File: config.mk
export PLATFORM = sky130hd
export DESIGN_NAME = jt49_permeter
export DESIGN_NICKNAME = d
export VERILOG_FILES = /design/src/rtl/jt49_permeter.sv
export SDC_FILE = /design/constraint.sdc
export NUM_CORES = 1
export LEC_CHECK = 0
export BUFFER_PORTS_ARGS = -buffer_cell sky130_fd_sc_hd__buf_2
export CORE_ASPECT_RATIO = 0.75
export CORE_MARGIN = 8
export CORE_UTILIZATION = 60
export CTS_CLUSTER_DIAMETER = 80
export DETAILED_ROUTE_END_ITERATION = 8
export PLACE_DENSITY_LB_ADDON = 0.25
export SLEW_MARGIN = 20
export SYNTH_ARGS = -nofsm -noshare
export SYNTH_HDL_FRONTEND = slang
export SYNTH_SLANG_ARGS = --single-unit
File: constraint.sdc
create_clock -name clk -period 2.9 [get_ports clk]
set_input_delay 0 -clock clk [delete_from_list [all_inputs] [get_ports clk]]
set_output_delay 0 -clock clk [all_outputs]
set_load 0.01 [all_outputs]
File: src/rtl/jt49_permeter.sv
// jt49_permeter: period meter for JT49 square-wave channels.
//
// Counts clock-enable ticks between successive toggles of din and reports
// the interval in divider-period units. Fed by a tone/noise divider output
// it recovers the programmed period (P = 0 reads back as 1).
//
// Parameters:
//   W           counter / result width (matches divider period width)
// Ports:
//   clk         system clock
//   rst_n       asynchronous active-low reset
//   cen         clock enable; sampling and counting only when high
//   clr         synchronous clear, highest priority, independent of cen
//   din         square wave to measure
//   period_out  last measured half-period in cen ticks
//   valid       one-clk pulse when period_out is updated
//   locked      last two measurements were equal
//   timeout     counter saturated with no edge
//
// Optional feature: define JT49_PERMETER_SYNC_EN to pass din through a
// 2-flop synchronizer (reset to 0) before edge detection, for asynchronous
// or off-chip sources. Undefined: din must be synchronous to clk.

module jt49_permeter #(
  parameter int unsigned W = 12
) (
  input  logic         clk,
  input  logic         rst_n,
  input  logic         cen,
  input  logic         clr,
  input  logic         din,
  output logic [W-1:0] period_out,
  output logic         valid,
  output logic         locked,
  output logic         timeout
);

  localparam logic [W-1:0] CntMax = {W{1'b1}};
  localparam logic [W-1:0] CntOne = {{(W-1){1'b0}}, 1'b1};

  typedef enum logic [1:0] {StIdle, StMeas, StTout} state_e;

  logic din_src;

`ifdef JT49_PERMETER_SYNC_EN
  logic din_s1_q, din_s2_q;

  always_ff @(posedge clk or negedge rst_n) begin
    if (!rst_n) begin
      din_s1_q <= 1'b0;
      din_s2_q <= 1'b0;
    end else begin
      din_s1_q <= din;
      din_s2_q <= din_s1_q;
    end
  end

  assign din_src = din_s2_q;
`else
  assign din_src = din;
`endif

  state_e       state_q, state_d;
  logic [W-1:0] cnt_q, cnt_d;
  logic [W-1:0] period_q, period_d;
  logic         valid_q, valid_d;
  logic         locked_q, locked_d;
  logic         timeout_q, timeout_d;
  logic         have_prev_q, have_prev_d;
  logic         din_q, din_d;
  logic         edge_det;

  // Both polarities count as an edge, but only on sampled (cen) cycles.
  assign edge_det = cen && (din_src != din_q);

  always_comb begin
    state_d     = state_q;
    cnt_d       = cnt_q;
    period_d    = period_q;
    valid_d     = 1'b0;
    locked_d    = locked_q;
    timeout_d   = timeout_q;
    have_prev_d = have_prev_q;
    din_d       = din_q;

    if (clr) begin
      // Resample din so the cycle after a clear never sees a stale edge.
      state_d     = StIdle;
      cnt_d       = '0;
      period_d    = '0;
      locked_d    = 1'b0;
      timeout_d   = 1'b0;
      have_prev_d = 1'b0;
      din_d       = din_src;
    end else if (cen) begin
      din_d = din_src;

      if (edge_det) begin
        cnt_d = CntOne;
      end else if (cnt_q != CntMax) begin
        cnt_d = cnt_q + CntOne;
      end

      case (state_q)
        StIdle: begin
          if (edge_det) begin
            state_d = StMeas;
          end
        end
        StMeas: begin
          // An edge on the saturating tick still counts as a measurement.
          if (edge_det) begin
            period_d    = cnt_q;
            valid_d     = 1'b1;
            locked_d    = have_prev_q && (cnt_q == period_q);
            have_prev_d = 1'b1;
          end else if (cnt_q == CntMax) begin
            state_d     = StTout;
            timeout_d   = 1'b1;
            locked_d    = 1'b0;
            have_prev_d = 1'b0;
          end
        end
        StTout: begin
          // The interval that ends here is unbounded, so it is not reported.
          if (edge_det) begin
            state_d   = StMeas;
            timeout_d = 1'b0;
          end
        end
        default: begin
          state_d = StIdle;
        end
      endcase
    end
  end

  always_ff @(posedge clk or negedge rst_n) begin
    if (!rst_n) begin
      state_q     <= StIdle;
      cnt_q       <= '0;
      period_q    <= '0;
      valid_q     <= 1'b0;
      locked_q    <= 1'b0;
      timeout_q   <= 1'b0;
      have_prev_q <= 1'b0;
      din_q       <= 1'b0;
    end else begin
      state_q     <= state_d;
      cnt_q       <= cnt_d;
      period_q    <= period_d;
      valid_q     <= valid_d;
      locked_q    <= locked_d;
      timeout_q   <= timeout_d;
      have_prev_q <= have_prev_d;
      din_q       <= din_d;
    end
  end

  assign period_out = period_q;
  assign valid      = valid_q;
  assign locked     = locked_q;
  assign timeout    = timeout_q;

endmodule
After elaboration in Yosys (flattened, before gate mapping)

Cells that the tools add are included.

$add $sub $neg: 1
Eq/ne operators: 10
Reductions and logical operators: 15
Mux-type cells: 35

Operators with widths:

| operator                                            | count |
|---|---|
| 2-to-1 mux 12 bit                                   | 8 |
| 2-to-1 mux 1 bit                                    | 20 |
| adder 12 x 1 -> 12 bit, second input constant       | 1 |
| equality test 12 bit                                | 1 |
| equality test 12 bit, second input constant         | 1 |
| != test 12 bit, second input constant               | 1 |
| 2-to-1 mux 2 bit                                    | 5 |
| != test 3 bit, second input constant                | 3 |
| nonzero test 3 bit                                  | 3 |
| AND reduction 3 bit                                 | 2 |
| nonzero test 2 bit                                  | 3 |
| AND reduction 5 bit                                 | 1 |
| case mux 2 bit (2 select lines)                     | 1 |
| AND reduction 4 bit                                 | 1 |
| != test 3 x 1 -> 1 bit, second input constant       | 1 |
| equality test 2 x 1 -> 1 bit, second input constant | 1 |
| equality test 2 bit, second input constant          | 1 |
| logical AND 1 bit                                   | 2 |
| zero test 2 bit                                     | 1 |
| case mux 1 bit (2 select lines)                     | 1 |
| AND reduction 2 bit                                 | 1 |
| OR reduction 2 bit                                  | 1 |
| != test 1 bit                                       | 1 |

Output and inout port bits: 15
Word-level logic and storage cells: 69
Bits in registers: 31
Input bits: 5

Depth between registers and ports, before layout

Depth after elaboration: 6
Depth in mapped cells: 5
Mapped depth without buffers: 5

Least setup slack after synthesis

Ideal clock, no wire load.

Kind: register to register
Start point: register cnt_q[0]
End point: register locked_q, in the netlist locked
Period minus slack after synthesis: 1,697 ps
Buffers on the path: 0
Slack: 1,203 ps
Required time: 2,773 ps
Library setup time: 127 ps
Cell stages (with the launch flop): 6
Data arrival time: 1,570 ps
Path through: dfrtp_1 -> ha_1 -> nand4_1 -> nor3_1 -> o22ai_1 -> or2_2

Word-level cells in the longest chain between the ends: 6
Elaborated cells on any way between the ends: 9
Classes of those cells: eq/ne (2); mux (4); reduce/logical (3)

Ends and longest elaborated chain:

| element                | RTL line | RTL |
|---|---|---|
| start, declared        | 64       | `logic [W-1:0] cnt_q, cnt_d;` |
| start signal, assigned | 150      | `cnt_q <= cnt_d;` |
| equality test 12 bit   | 115      | `locked_d = have_prev_q && (cnt_q == period_q);` |
| logical AND 1 bit      | 115      |  |
| 2-to-1 mux 1 bit       | 112      | `if (edge_det) begin` |
| 2-to-1 mux 1 bit       | 104      | `case (state_q)` |
| 2-to-1 mux 1 bit       | 95       | `end else if (cen) begin` |
| 2-to-1 mux 1 bit       | 86       | `if (clr) begin` |
| end signal, assigned   | 153      | `locked_q <= locked_d;` |
| end, declared          | 67       | `logic locked_q, locked_d;` |

Parallel ways exist; a longest one is shown, timed or not. The select of a mux whose other input is x is not followed.
A chain may end at the register's enable or synchronous reset.

Worst setup path after layout

Start point: register din_q
End point: register period_q[10], in the netlist period_out[10]

Word-level cells in the longest chain between the ends: 4

Ends and longest elaborated chain:

| element                              | RTL line | RTL |
|---|---|---|
| start, declared                      | 70       | `logic din_q, din_d;` |
| start signal, assigned               | 156      | `din_q <= din_d;` |
| != test 1 bit                        | 74       | `assign edge_det = cen && (din_src != din_q);` |
| logical AND 1 bit                    | 74       |  |
| nonzero test 2 bit (no source line)  | --       |  |
| AND reduction 3 bit (no source line) | --       |  |
| end signal, assigned                 | 151      | `period_q <= period_d;` |
| end, declared                        | 65       | `logic [W-1:0] period_q, period_d;` |

Every way passes these cells.

==> flow_metrics.tcl <==
set metrics [dict create \
    clk_pin_slew_ns 0.07 \
    cts_hold_buf 1 \
    use_met2_pct 28.0 \
    reg2reg_depth 4 \
    endpoint "period_out[10]$_DFFE_PN0P_" \
    fmax_mhz 450 \
    min_period_over_period_pct 76.6 \
    grt_start_max_net_pins 32 \
    cts-htree-levels 2 \
    vdd_drop_max_mv 0.370 \
    drt_wl_total_um 4070 \
    netlist_area_um2 1680 \
    first_iter_violations 148 \
    hold_class "in2reg" \
    synth_top_cell_area_share_pct 46.2 \
    drc 0 \
    placed_cell_area_um2 1770 \
    crit_type "reg2reg" \
    reg2reg_to "period_out[10]$_DFFE_PN0P_" \
    yosys_warnings 0 \
    crit_chain "xor2_1 > nand2_1 > nor2_1 > a22o_1" \
    grt_pass1_vias 1391 \
    tns_ns 0 \
    coreArea_um2 2640 \
    arrival_ns 2.43 \
    final_area_um2 1900 \
    vias_per_cell 6.59 \
    setup_viol 0 \
    synth.distinct_cells 46 \
    critPathTopFamily "simple AND/OR/NAND/NOR gates" \
    drtAntennaViolNets 0 \
    r2r_start "din_q$_DFFE_PN0P_" \
    final_cell_mix "dfrtp_1, buf_2, nand2_1, a21oi_1, xnor2_1" \
    fp-row-count 16 \
    place_congestion 0.831 \
    postCtsSetupBuffers 0 \
    globalRouteOverflowTotal 0 \
    r2r_slack_ns 0.68 \
    worstMarginPinSlew_ns 0.911 \
    area_growth_pct 12.9 \
    met3_usage_pct 8.05 \
    rsz0062_at_grt "false" \
    synthCells 165 \
    crit_buf_inv 0 \
    cp-end-kind "flop" \
    cap_violations 0 \
    synth-edff-count 0 \
    die_x_um 77.1 \
    cts.sinks 31 \
    slew_violations 0 \
    relSlewSlack_pct 39.3 \
    yosys.area.top_type "dfrtp_1" \
    area.sequential_um2 776 \
    status "completed" \
    p_leak_nw 0.813 \
    ios 20 \
    nNetsFinal 189 \
    nFillCells 195 \
    skew_ns 0.00435 \
    critPathRequiredTime_ns 3.11 \
    final_common_cell "dfrtp_1" \
    ys_top_cells_by_area "dfrtp_1, xnor2_1, a22o_1" \
    wl_per_cell_um 18.5 \
    holdPathStages 2 \
    synthFlopType "dfrtp_1" \
    antenna_found_initial 0 \
    use_met1_pct 23.5 \
    antenna_cells 0 \
    clk_latency_ns 0.29 \
    finalHoldViolations 0 \
    cts_resized 0 \
    vias 1449 \
    async_flop_share_pct 100 \
    multi_input_area_um2 835 \
    synth_fp_nets 171 \
    cts_buffers 5 \
    power_density_nw_per_um2 505 \
    cts_buffer_depth 2 \
    worst_setup_path_start_kind "flop" \
    ys_seq_area_share_pct 46.2 \
    initial_core_util_pct 63.6 \
    die_y_um 61.8 \
    cts_tree "built" \
    grt_pass1_wl_um 6880 \
    cts_root_buf "clkbuf_8" \
    dp_hpwl_um 2760 \
    ys_ff_latch 31 \
    slowest_stage "nor2_1" \
    avgSynthCellArea_um2 10.2 \
    max_stage_delay_ns 0.72 \
    drt_pass1_iterations 4 \
    cp_num_cells 4 \
    die-area_um2 4770 \
    layout-drive-gt1-share_pct 21.7 \
    worstSetupStartpoint "din_q$_DFFE_PN0P_" \
    critPathMaxFanout 13 \
    min_period_ns 2.22 \
    port_buffers 19 \
    grt-busiest-layer "met2" \
    track_usage_pct 18.9 \
]
==> per-stage QoR <==
stage	setup WS, ns	cells	hold WS (ns)	total power, mW	util [%]
final	0.680	220	0.0104	0.957	71.8
after CTS	0.754	220	0.0122	0.956	71.8
after detailed placement	0.793	211	0.0701	0.519	67.0
after floorplan	1.20	165	-0.296	0.495	-
after global placement	0.928	211	0.0622	0.516	67.0
after global routing	0.473	220	0.0156	0.994	71.8
==> cell type report <==
cell class | instances | share of cell area, %
tap | 36 | 2.37
multi-input combinational | 121 | 44.0
sequential | 31 | 40.9
inverter | 3 | 0.594
timing repair buffer | 21 | 5.94
clock inverter | 2 | 1.85
clock buffer | 6 | 4.35
==> sequential cells by signal, summed over array words and instances (netlist names) <==
name         flops
locked           1
have_prev_q      1
period_out      12
din_q            1
valid            1
timeout          1
state_q          2
cnt_q           12
==> how the worst min path moves through the flow <==
stage | to | slack (ns) | from
global route | din_q$_DFFE_PN0P_ | 0.02 | din
CTS | din_q$_DFFE_PN0P_ | 0.01 | din
detailed placement | cnt_q[11]$_DFFE_PN0P_ | 0.07 | rst_n
finish | din_q$_DFFE_PN0P_ | 0.01 | din
global placement | cnt_q[9]$_DFFE_PN0P_ | 0.06 | rst_n
floorplan | cnt_q[0]$_DFFE_PN0P_ | -0.30 | rst_n
==> power breakdown <==
part           switching (mW)  total [mW]  leakage, nW  internal [mW]
Sequential            0.00813       0.446        0.428          0.438
Combinational          0.0455      0.0665        0.324         0.0210
Clock                   0.167       0.444       0.0612          0.278
Total                   0.220       0.957        0.813          0.737
==> cell families (layout without fill, tap and decap cells) <==
| kind of cell | after synthesis | after routing | synth area share (%) |
|---|---|---|---|
| xor+xnor | 14 | 14 | 7.30 |
| flops | 31 | 31 | 46.2 |
| fa+ha+maj | 1 | 1 | 0.744 |
| compound gates | 46 | 46 | 20.5 |
| mux | 1 | 1 | 0.670 |
| simple gates | 59 | 59 | 20.5 |
| buf+inv | 13 | 32 | 4.17 |
==> layer usage <==
layer | part of all wire, % | vias up
met4 | 2.2 | 0
li1 | - | 653
met3 | 9.9 | 14
met2 | 47 | 76
met5 | 0 | -
met1 | 41 | 706
==> synthesized netlist by cell type, types with 4 or more instances <==
cell type and instances:
a21oi_1 13, nor3_1 5, xnor2_1 13, nand3_1 7, dfrtp_1 31, o31ai_1 4, nand4_1 9, clkbuf_1 5
a22o_1 10, o21ai_0 5, nand2_1 13
(Power assumes the default switching activity.)
